**config.mk**
```make
export PLATFORM = sky130hd
export DESIGN_NAME = button_gesture_decoder
export DESIGN_NICKNAME = d
export VERILOG_FILES = /design/src/rtl/button_gesture_decoder_pkg.sv /design/src/rtl/button_gesture_decoder_timer.sv /design/src/rtl/button_gesture_decoder.sv
export SDC_FILE = /design/constraint.sdc
export NUM_CORES = 1
export LEC_CHECK = 0
export CAP_MARGIN = 20
export CORE_MARGIN = 2
export CORE_UTILIZATION = 63
export CTS_CLUSTER_SIZE = 8
export DETAILED_ROUTE_END_ITERATION = 6
export PLACE_DENSITY_LB_ADDON = 0.1
export SYNTH_ARGS = -nofsm -noshare
export SYNTH_HDL_FRONTEND = slang
export SYNTH_SLANG_ARGS = --single-unit
```
**constraint.sdc**
```tcl
create_clock -name clk -period 5.45 [get_ports clk]
set_input_delay 1.09 -clock clk [delete_from_list [all_inputs] [get_ports clk]]
set_output_delay 1.09 -clock clk [all_outputs]
set_load 0.01 [all_outputs]
```
**src/rtl/button_gesture_decoder_pkg.sv**
```systemverilog
// -----------------------------------------------------------------------------
// button_gesture_decoder_pkg
// Shared definitions for the button gesture decoder:
//   - FSM state encoding (3 bits)
//   - event bit positions, so downstream logic can pack the single-cycle
//     gesture pulses into one one-hot bus of width EVT_W
//   - max3() helper used to size the shared timer
// Optional feature macro: BUTTON_GESTURE_REPEAT_EN (auto-repeat ticks).
// -----------------------------------------------------------------------------
package button_gesture_decoder_pkg;

    typedef enum logic [2:0] {
        IDLE      = 3'd0,
        PRESS1    = 3'd1,
        WAIT_GAP  = 3'd2,
        PRESS2    = 3'd3,
        LONG_HELD = 3'd4
    } gesture_state_e;

    // Event bit positions within a one-hot event bus.
    localparam int unsigned EVT_SHORT  = 0;
    localparam int unsigned EVT_LONG   = 1;
    localparam int unsigned EVT_DOUBLE = 2;
    localparam int unsigned EVT_REPEAT = 3;
    localparam int unsigned EVT_W      = 4;

    function automatic int unsigned max3(input int unsigned a,
                                         input int unsigned b,
                                         input int unsigned c);
        int unsigned m;
        m = (a > b) ? a : b;
        return (m > c) ? m : c;
    endfunction

endpackage

```
**src/rtl/button_gesture_decoder_timer.sv**
```systemverilog
// -----------------------------------------------------------------------------
// gesture_timer
// Saturating up-counter shared by all gesture phases, with equality flags
// for the last cycle of the long-press, double-press gap and repeat windows.
// Ports:
//   clk, rst_n   : clock, asynchronous active-low reset
//   clear_i      : synchronous clear (wins over enable)
//   en_i         : count enable
//   long_hit_o   : count == LONG_CYCLES-1
//   gap_hit_o    : count == DOUBLE_GAP_CYCLES-1 (never when the gap is 0)
//   rep_hit_o    : count == REPEAT_CYCLES-1; constant 0 unless
//                  BUTTON_GESTURE_REPEAT_EN is defined
// -----------------------------------------------------------------------------
module gesture_timer
    import button_gesture_decoder_pkg::*;
#(
    parameter int unsigned CNT_W             = 5,
    parameter int unsigned LONG_CYCLES       = 16,
    parameter int unsigned DOUBLE_GAP_CYCLES = 8
`ifdef BUTTON_GESTURE_REPEAT_EN
    ,
    parameter int unsigned REPEAT_CYCLES     = 4
`endif
) (
    input  logic clk,
    input  logic rst_n,
    input  logic clear_i,
    input  logic en_i,
    output logic long_hit_o,
    output logic gap_hit_o,
    output logic rep_hit_o
);

    localparam logic [CNT_W-1:0] LONG_LAST = CNT_W'(LONG_CYCLES - 1);
    localparam logic [CNT_W-1:0] GAP_LAST  =
        CNT_W'((DOUBLE_GAP_CYCLES == 0) ? 32'd0 : DOUBLE_GAP_CYCLES - 1);

    logic [CNT_W-1:0] cnt_q;

    // NOTE: sequential state uses non-blocking assignments so every flop
    // samples the values present before the clock edge.
    always_ff @(posedge clk or negedge rst_n) begin
        if (!rst_n) begin
            cnt_q <= '0;
        end else if (clear_i) begin
            cnt_q <= '0;
        end else if (en_i && (cnt_q != '1)) begin
            // Saturate at all-ones: a very long hold must never wrap back
            // into a compare window.
            cnt_q <= cnt_q + CNT_W'(1);
        end
    end

    assign long_hit_o = (cnt_q == LONG_LAST);
    assign gap_hit_o  = (DOUBLE_GAP_CYCLES != 0) && (cnt_q == GAP_LAST);

`ifdef BUTTON_GESTURE_REPEAT_EN
    localparam logic [CNT_W-1:0] REP_LAST = CNT_W'(REPEAT_CYCLES - 1);
    assign rep_hit_o = (cnt_q == REP_LAST);
`else
    assign rep_hit_o = 1'b0;
`endif

endmodule

```
**src/rtl/button_gesture_decoder.sv**
```systemverilog
// -----------------------------------------------------------------------------
// button_gesture_decoder
// Classifies debounced button activity into short, long and double presses,
// each reported as a registered one-cycle pulse.
// Ports:
//   clk          : clock
//   rst_n        : asynchronous active-low reset; discards any sequence
//   in           : debounced button level, synchronous to clk
//   pressed      : registered, polarity-normalised level (1 = held)
//   short_press  : one-cycle pulse
//   long_press   : one-cycle pulse
//   double_press : one-cycle pulse
//   repeat_tick  : one-cycle auto-repeat pulse while a long press is held;
//                  only active when BUTTON_GESTURE_REPEAT_EN is defined
// -----------------------------------------------------------------------------
module button_gesture_decoder
    import button_gesture_decoder_pkg::*;
#(
    parameter bit          ACTIVE_LOW        = 1'b1,
    parameter int unsigned LONG_CYCLES       = 1000000,
    parameter int unsigned DOUBLE_GAP_CYCLES = 250000,
    parameter int unsigned REPEAT_CYCLES     = 200000
) (
    input  logic clk,
    input  logic rst_n,
    input  logic in,
    output logic pressed,
    output logic short_press,
    output logic long_press,
    output logic double_press,
    output logic repeat_tick
);

    localparam int unsigned CNT_W =
        $clog2(max3(LONG_CYCLES, DOUBLE_GAP_CYCLES, REPEAT_CYCLES) + 1);

    logic             p;
    logic             pressed_q;
    gesture_state_e   state_q, state_d;
    logic [EVT_W-1:0] evt_q, evt_d;
    logic             timer_clear;
    logic             long_hit, gap_hit, rep_hit;

    assign p = in ^ ACTIVE_LOW;

    gesture_timer #(
        .CNT_W            (CNT_W),
        .LONG_CYCLES      (LONG_CYCLES),
        .DOUBLE_GAP_CYCLES(DOUBLE_GAP_CYCLES)
`ifdef BUTTON_GESTURE_REPEAT_EN
        ,
        .REPEAT_CYCLES    (REPEAT_CYCLES)
`endif
    ) u_timer (
        .clk       (clk),
        .rst_n     (rst_n),
        .clear_i   (timer_clear),
        .en_i      (state_q != IDLE),
        .long_hit_o(long_hit),
        .gap_hit_o (gap_hit),
        .rep_hit_o (rep_hit)
    );

    // NOTE: every variable gets a default before the case so no path leaves
    // it unassigned; that keeps this block free of inferred latches.
    always_comb begin
        state_d = state_q;
        evt_d   = '0;
        case (state_q)
            IDLE: begin
                if (p) state_d = PRESS1;
            end
            PRESS1: begin
                // Release is tested first so it wins over a same-cycle
                // long-press expiry.
                if (!p) begin
                    if (DOUBLE_GAP_CYCLES == 0) begin
                        state_d           = IDLE;
                        evt_d[EVT_SHORT]  = 1'b1;
                    end else begin
                        state_d = WAIT_GAP;
                    end
                end else if (long_hit) begin
                    state_d          = LONG_HELD;
                    evt_d[EVT_LONG]  = 1'b1;
                end
            end
            WAIT_GAP: begin
                // A press in the expiry cycle still counts as the second press.
                if (p) begin
                    state_d = PRESS2;
                end else if (gap_hit) begin
                    state_d          = IDLE;
                    evt_d[EVT_SHORT] = 1'b1;
                end
            end
            PRESS2: begin
                if (!p) begin
                    state_d           = IDLE;
                    evt_d[EVT_DOUBLE] = 1'b1;
                end
            end
            LONG_HELD: begin
                // rep_hit is tied low when auto-repeat is compiled out.
                if (!p) begin
                    state_d = IDLE;
                end else if (rep_hit) begin
                    evt_d[EVT_REPEAT] = 1'b1;
                end
            end
            default: state_d = IDLE;
        endcase
    end

    // A repeat tick restarts the period just like a state change does.
    assign timer_clear = (state_d != state_q) || evt_d[EVT_REPEAT];

    always_ff @(posedge clk or negedge rst_n) begin
        if (!rst_n) begin
            state_q   <= IDLE;
            pressed_q <= 1'b0;
            evt_q     <= '0;
        end else begin
            state_q   <= state_d;
            pressed_q <= p;
            evt_q     <= evt_d;
        end
    end

    assign pressed      = pressed_q;
    assign short_press  = evt_q[EVT_SHORT];
    assign long_press   = evt_q[EVT_LONG];
    assign double_press = evt_q[EVT_DOUBLE];
    assign repeat_tick  = evt_q[EVT_REPEAT];

endmodule

```
==> flow_summary_export.csv <==
group,metric,value,unit
setup_path,cp_max_fo,20,
setup_path,critical_path_at,2.62,ns
cts,clkLatencyLatePin,0.31,ns
global_routing,grt.total_usage,27.4,%
setup_path,rr_worst_depth,6,
setup_path,critPathTopFamily,"buffers and inverters",
status,outcome,"completed",
synthesis,ys_seq_elements,27,
global_routing,grt_max_degree,28,
floorplanning,core_area,2230,µm²
sta,slew_headroom,33.1,%
synthesis,yosysWarningCount,0,
layout,layout-drive-gt1-share,6.02,%
setup_path,timing.critical_path.required,5.66,ns
layout,antenna-diode-count,0,
setup_path,cp-start-kind,"primary input",
drt,wl_per_cell,16.4,µm
pwr,static-leakage-power,0.621,nW
global_routing,grt_antenna_before_repair,0,
sta,clock.fmax,416,MHz
drt,dr_total_vias,1243,
layout,final_common_cell,"dfrtp_1",
setup_path,cp_max_stage_delay,0.51,ns
cts,cts.root.buffer_cell,"clkbuf_4",
synthesis,yosysTopAreaCellShare,45.2,%
min_path,timing.hold.worst_path_depth,2,
synthesis,postSynthNetCount,166,
layout,nets,171,
synthesis,seq_area_frac_synth,45.2,%
synthesis,syn-cell-area,1490,µm²
pwr,power.density,218,nW/µm²
sta,layout_worst_path_cycle_share,44.1,%
placement,post_detailed_placement_half_perimeter_wirelength,2.28,mm
cts,ctsHtreeMaxLevel,1,
floorplanning,die_y,52.7,µm
floorplanning,die_w,52.7,µm
synthesis,post_synth_inst_count,162,
layout,filler_cell_count,185,
sta,setup-violations-final,0,
floorplanning,io-pin-count,8,
drt,antenna_violating_nets_post_route,0,
drt,detail_route.first_pass.iterations,4,
placement,placedCellCount,190,
sta,fin_worst_skew,0.00308,ns
drt,first_iter_violations,35,
cts,number_of_buffers_on_the_longest_clock_path,2,
drt,route.detailed.drc,0,
synthesis,ys_types,36,
sta,slew_violations,0,
setup_path,worstPathBufferInverterCount,2,
floorplanning,die-area,2780,µm²
pwr,power.ir.vdd_worst,0.203,mV
cts,cts.reportedPaths.clkPinSlew,0.15,ns
setup_path,path_class,"primary input to flop",
cts,hold_buffers,0,
cts,postCtsSetupBuffers,0,
cts,clock_tree_from_tritoncts,"done",
global_routing,wire_length_of_the_first_global_routing_pass,5.61,mm
layout,post_layout_nonfiller_instances,194,
sta,worst_slew_pin_slew,0.996,ns
sta,min_period,2.40,ns
layout,area.growth.synth_to_final,6.62,%
synthesis,synth_area_per_cell,9.22,µm²
setup_path,crit_chain,"clkdlybuf4s50_1 -> xnor2_1 -> nor3_1 -> a31o_2 -> o21ai_1 -> buf_4 -> nor2_1",
pwr,total_power,0.347,mW
sta,hold_viol,0,
cts,clock_sinks,27,
job,timing.max_cap.violations,0,
sta,finalSetupTns,0,ns
cts,cts_made_buffers,3,
setup_path,crit_path_end_kind,"flop",
synthesis,ys_top_cells_by_area,"dfrtp_1, xnor2_1, nor2_1, xor2_1, nand3_1",
floorplanning,initial_core_util,66.9,%
synthesis,post_synth_top_area_cell,"dfrtp_1",
placement,gpl.final_weighted_congestion,0.877,
floorplanning,fp-row-count,17,
layout,most-common-layout-cells,"dfrtp_1, nor2_1, xnor2_1, nand2_1",
sta,grt_setup_unrepaired,"no",
drt,vias_per_cell,6.41,
setup_path,path_depth,7,
setup_path,worst_path_max_delay_cell,"clkdlybuf4s50_1",
global_routing,globalRoute.totalOverflow,0,
cts,postCtsResizedCells,0,
min_path,hold_path.class,"flop to flop",
drt,drt_wl_total,3.18,mm
global_routing,grt_pass1_vias,1190,
placement,portBuffers,6,
layout make-up:
cell class	instances	area (µm²)	share of cell area [%]
clock buffer	4	26.3	1.65
inverter	3	11.3	0.707
multi-input combinational	123	762	47.8
sequential	27	676	42.4
tap	28	35.0	2.20
timing repair buffer	9	82.6	5.18
final timing paths:
kind / startpoint / to / slack [ns]
setup reg to reg: u_timer.cnt_q[0]$_DFFE_PN0P_ / u_timer.cnt_q[9]$_DFFE_PN0P_ / 3.23
max in group asynchronous: rst_n / u_timer.cnt_q[9]$_DFFE_PN0P_ / 4.08
min in group asynchronous: rst_n / evt_q[0]$_DFF_PN0_ / 1.12
setup / recovery: in / u_timer.cnt_q[1]$_DFFE_PN0P_ / 3.05
hold / removal: u_timer.cnt_q[3]$_DFFE_PN0P_ / u_timer.cnt_q[3]$_DFFE_PN0P_ / 0.61
hold reg to reg: u_timer.cnt_q[3]$_DFFE_PN0P_ / u_timer.cnt_q[3]$_DFFE_PN0P_ / 0.61
registers in the layout (all words and copies together), names as in the netlist:
| name | flops |
|---|---|
| u_timer.cnt_q | 20 |
| evt_q | 3 |
| state_q | 3 |
| pressed | 1 |
stage by stage:
stage	setup slack [ns]	instance area, µm²	util [%]	hold slack [ns]
finish	3.05	1590	71.3	0.611
global route	2.95	1590	71.3	0.641
CTS	3.08	1590	71.3	0.607
detailed placement	2.74	1570	70.1	0.583
global placement	2.84	1570	70.1	0.564
floorplan	3.45	1490	-	0.528
routing by layer:
layer	track usage [%]	share of wire (%)	up-vias
met4	7.69	1.3	0
met3	2.57	3.5	4
met5	0	0	-
li1	-	-	591
met2	45.8	49	35
met1	37.5	46	613
logic make-up after synthesis:
| kind of cell | share of synthesized area [%] |
|---|---|
| AND/OR/NAND/NOR | 28.4 |
| flip-flops | 45.2 |
| XOR/XNOR | 11.7 |
| AO/OA/AOI/OAI | 9.13 |
| buffers and inverters | 3.77 |
| adder cells (fa/ha/maj) | 0.837 |
| other | 0.251 |
| multiplexers | 0.670 |
cell usage after synthesis, drive strengths merged:
| cell | instances |
|---|---|
| a2111oi | 2 |
| a211o | 1 |
| a211oi | 5 |
| a21oi | 5 |
| a31o | 1 |
| a32o | 1 |
| and3 | 4 |
| and4 | 1 |
| and4b | 1 |
| buf | 7 |
| clkbuf | 2 |
| conb | 1 |
| dfrtp | 27 |
| ha | 1 |
| inv | 3 |
| mux2i | 1 |
| nand2 | 10 |
| nand3 | 10 |
| nand3b | 1 |
| nand4 | 6 |
| nor2 | 25 |
| nor2b | 1 |
| nor3 | 9 |
| nor4 | 4 |
| nor4b | 2 |
| o21ai | 2 |
| o311a | 1 |
| o31a | 1 |
| or2 | 1 |
| or3 | 2 |
| or4 | 4 |
| xnor2 | 13 |
| xor2 | 7 |
worst register-to-register path: cells and delay by family, from the launching register on:
family,cells,cell delay [ns]
and+or+nand+nor,3,0.98
DFF,1,0.44
AOI/OAI and AO/OA,1,0.29
adders and majority gates,1,0.22
xor gates and xnor gates,1,0.20
power by group:
part	internal [mW]	switching (mW)
Sequential	0.208	0.0102
Combinational	0.0172	0.0247
Clock	0.0286	0.0579
Total	0.254	0.0929
(Power assumes the default switching activity.)
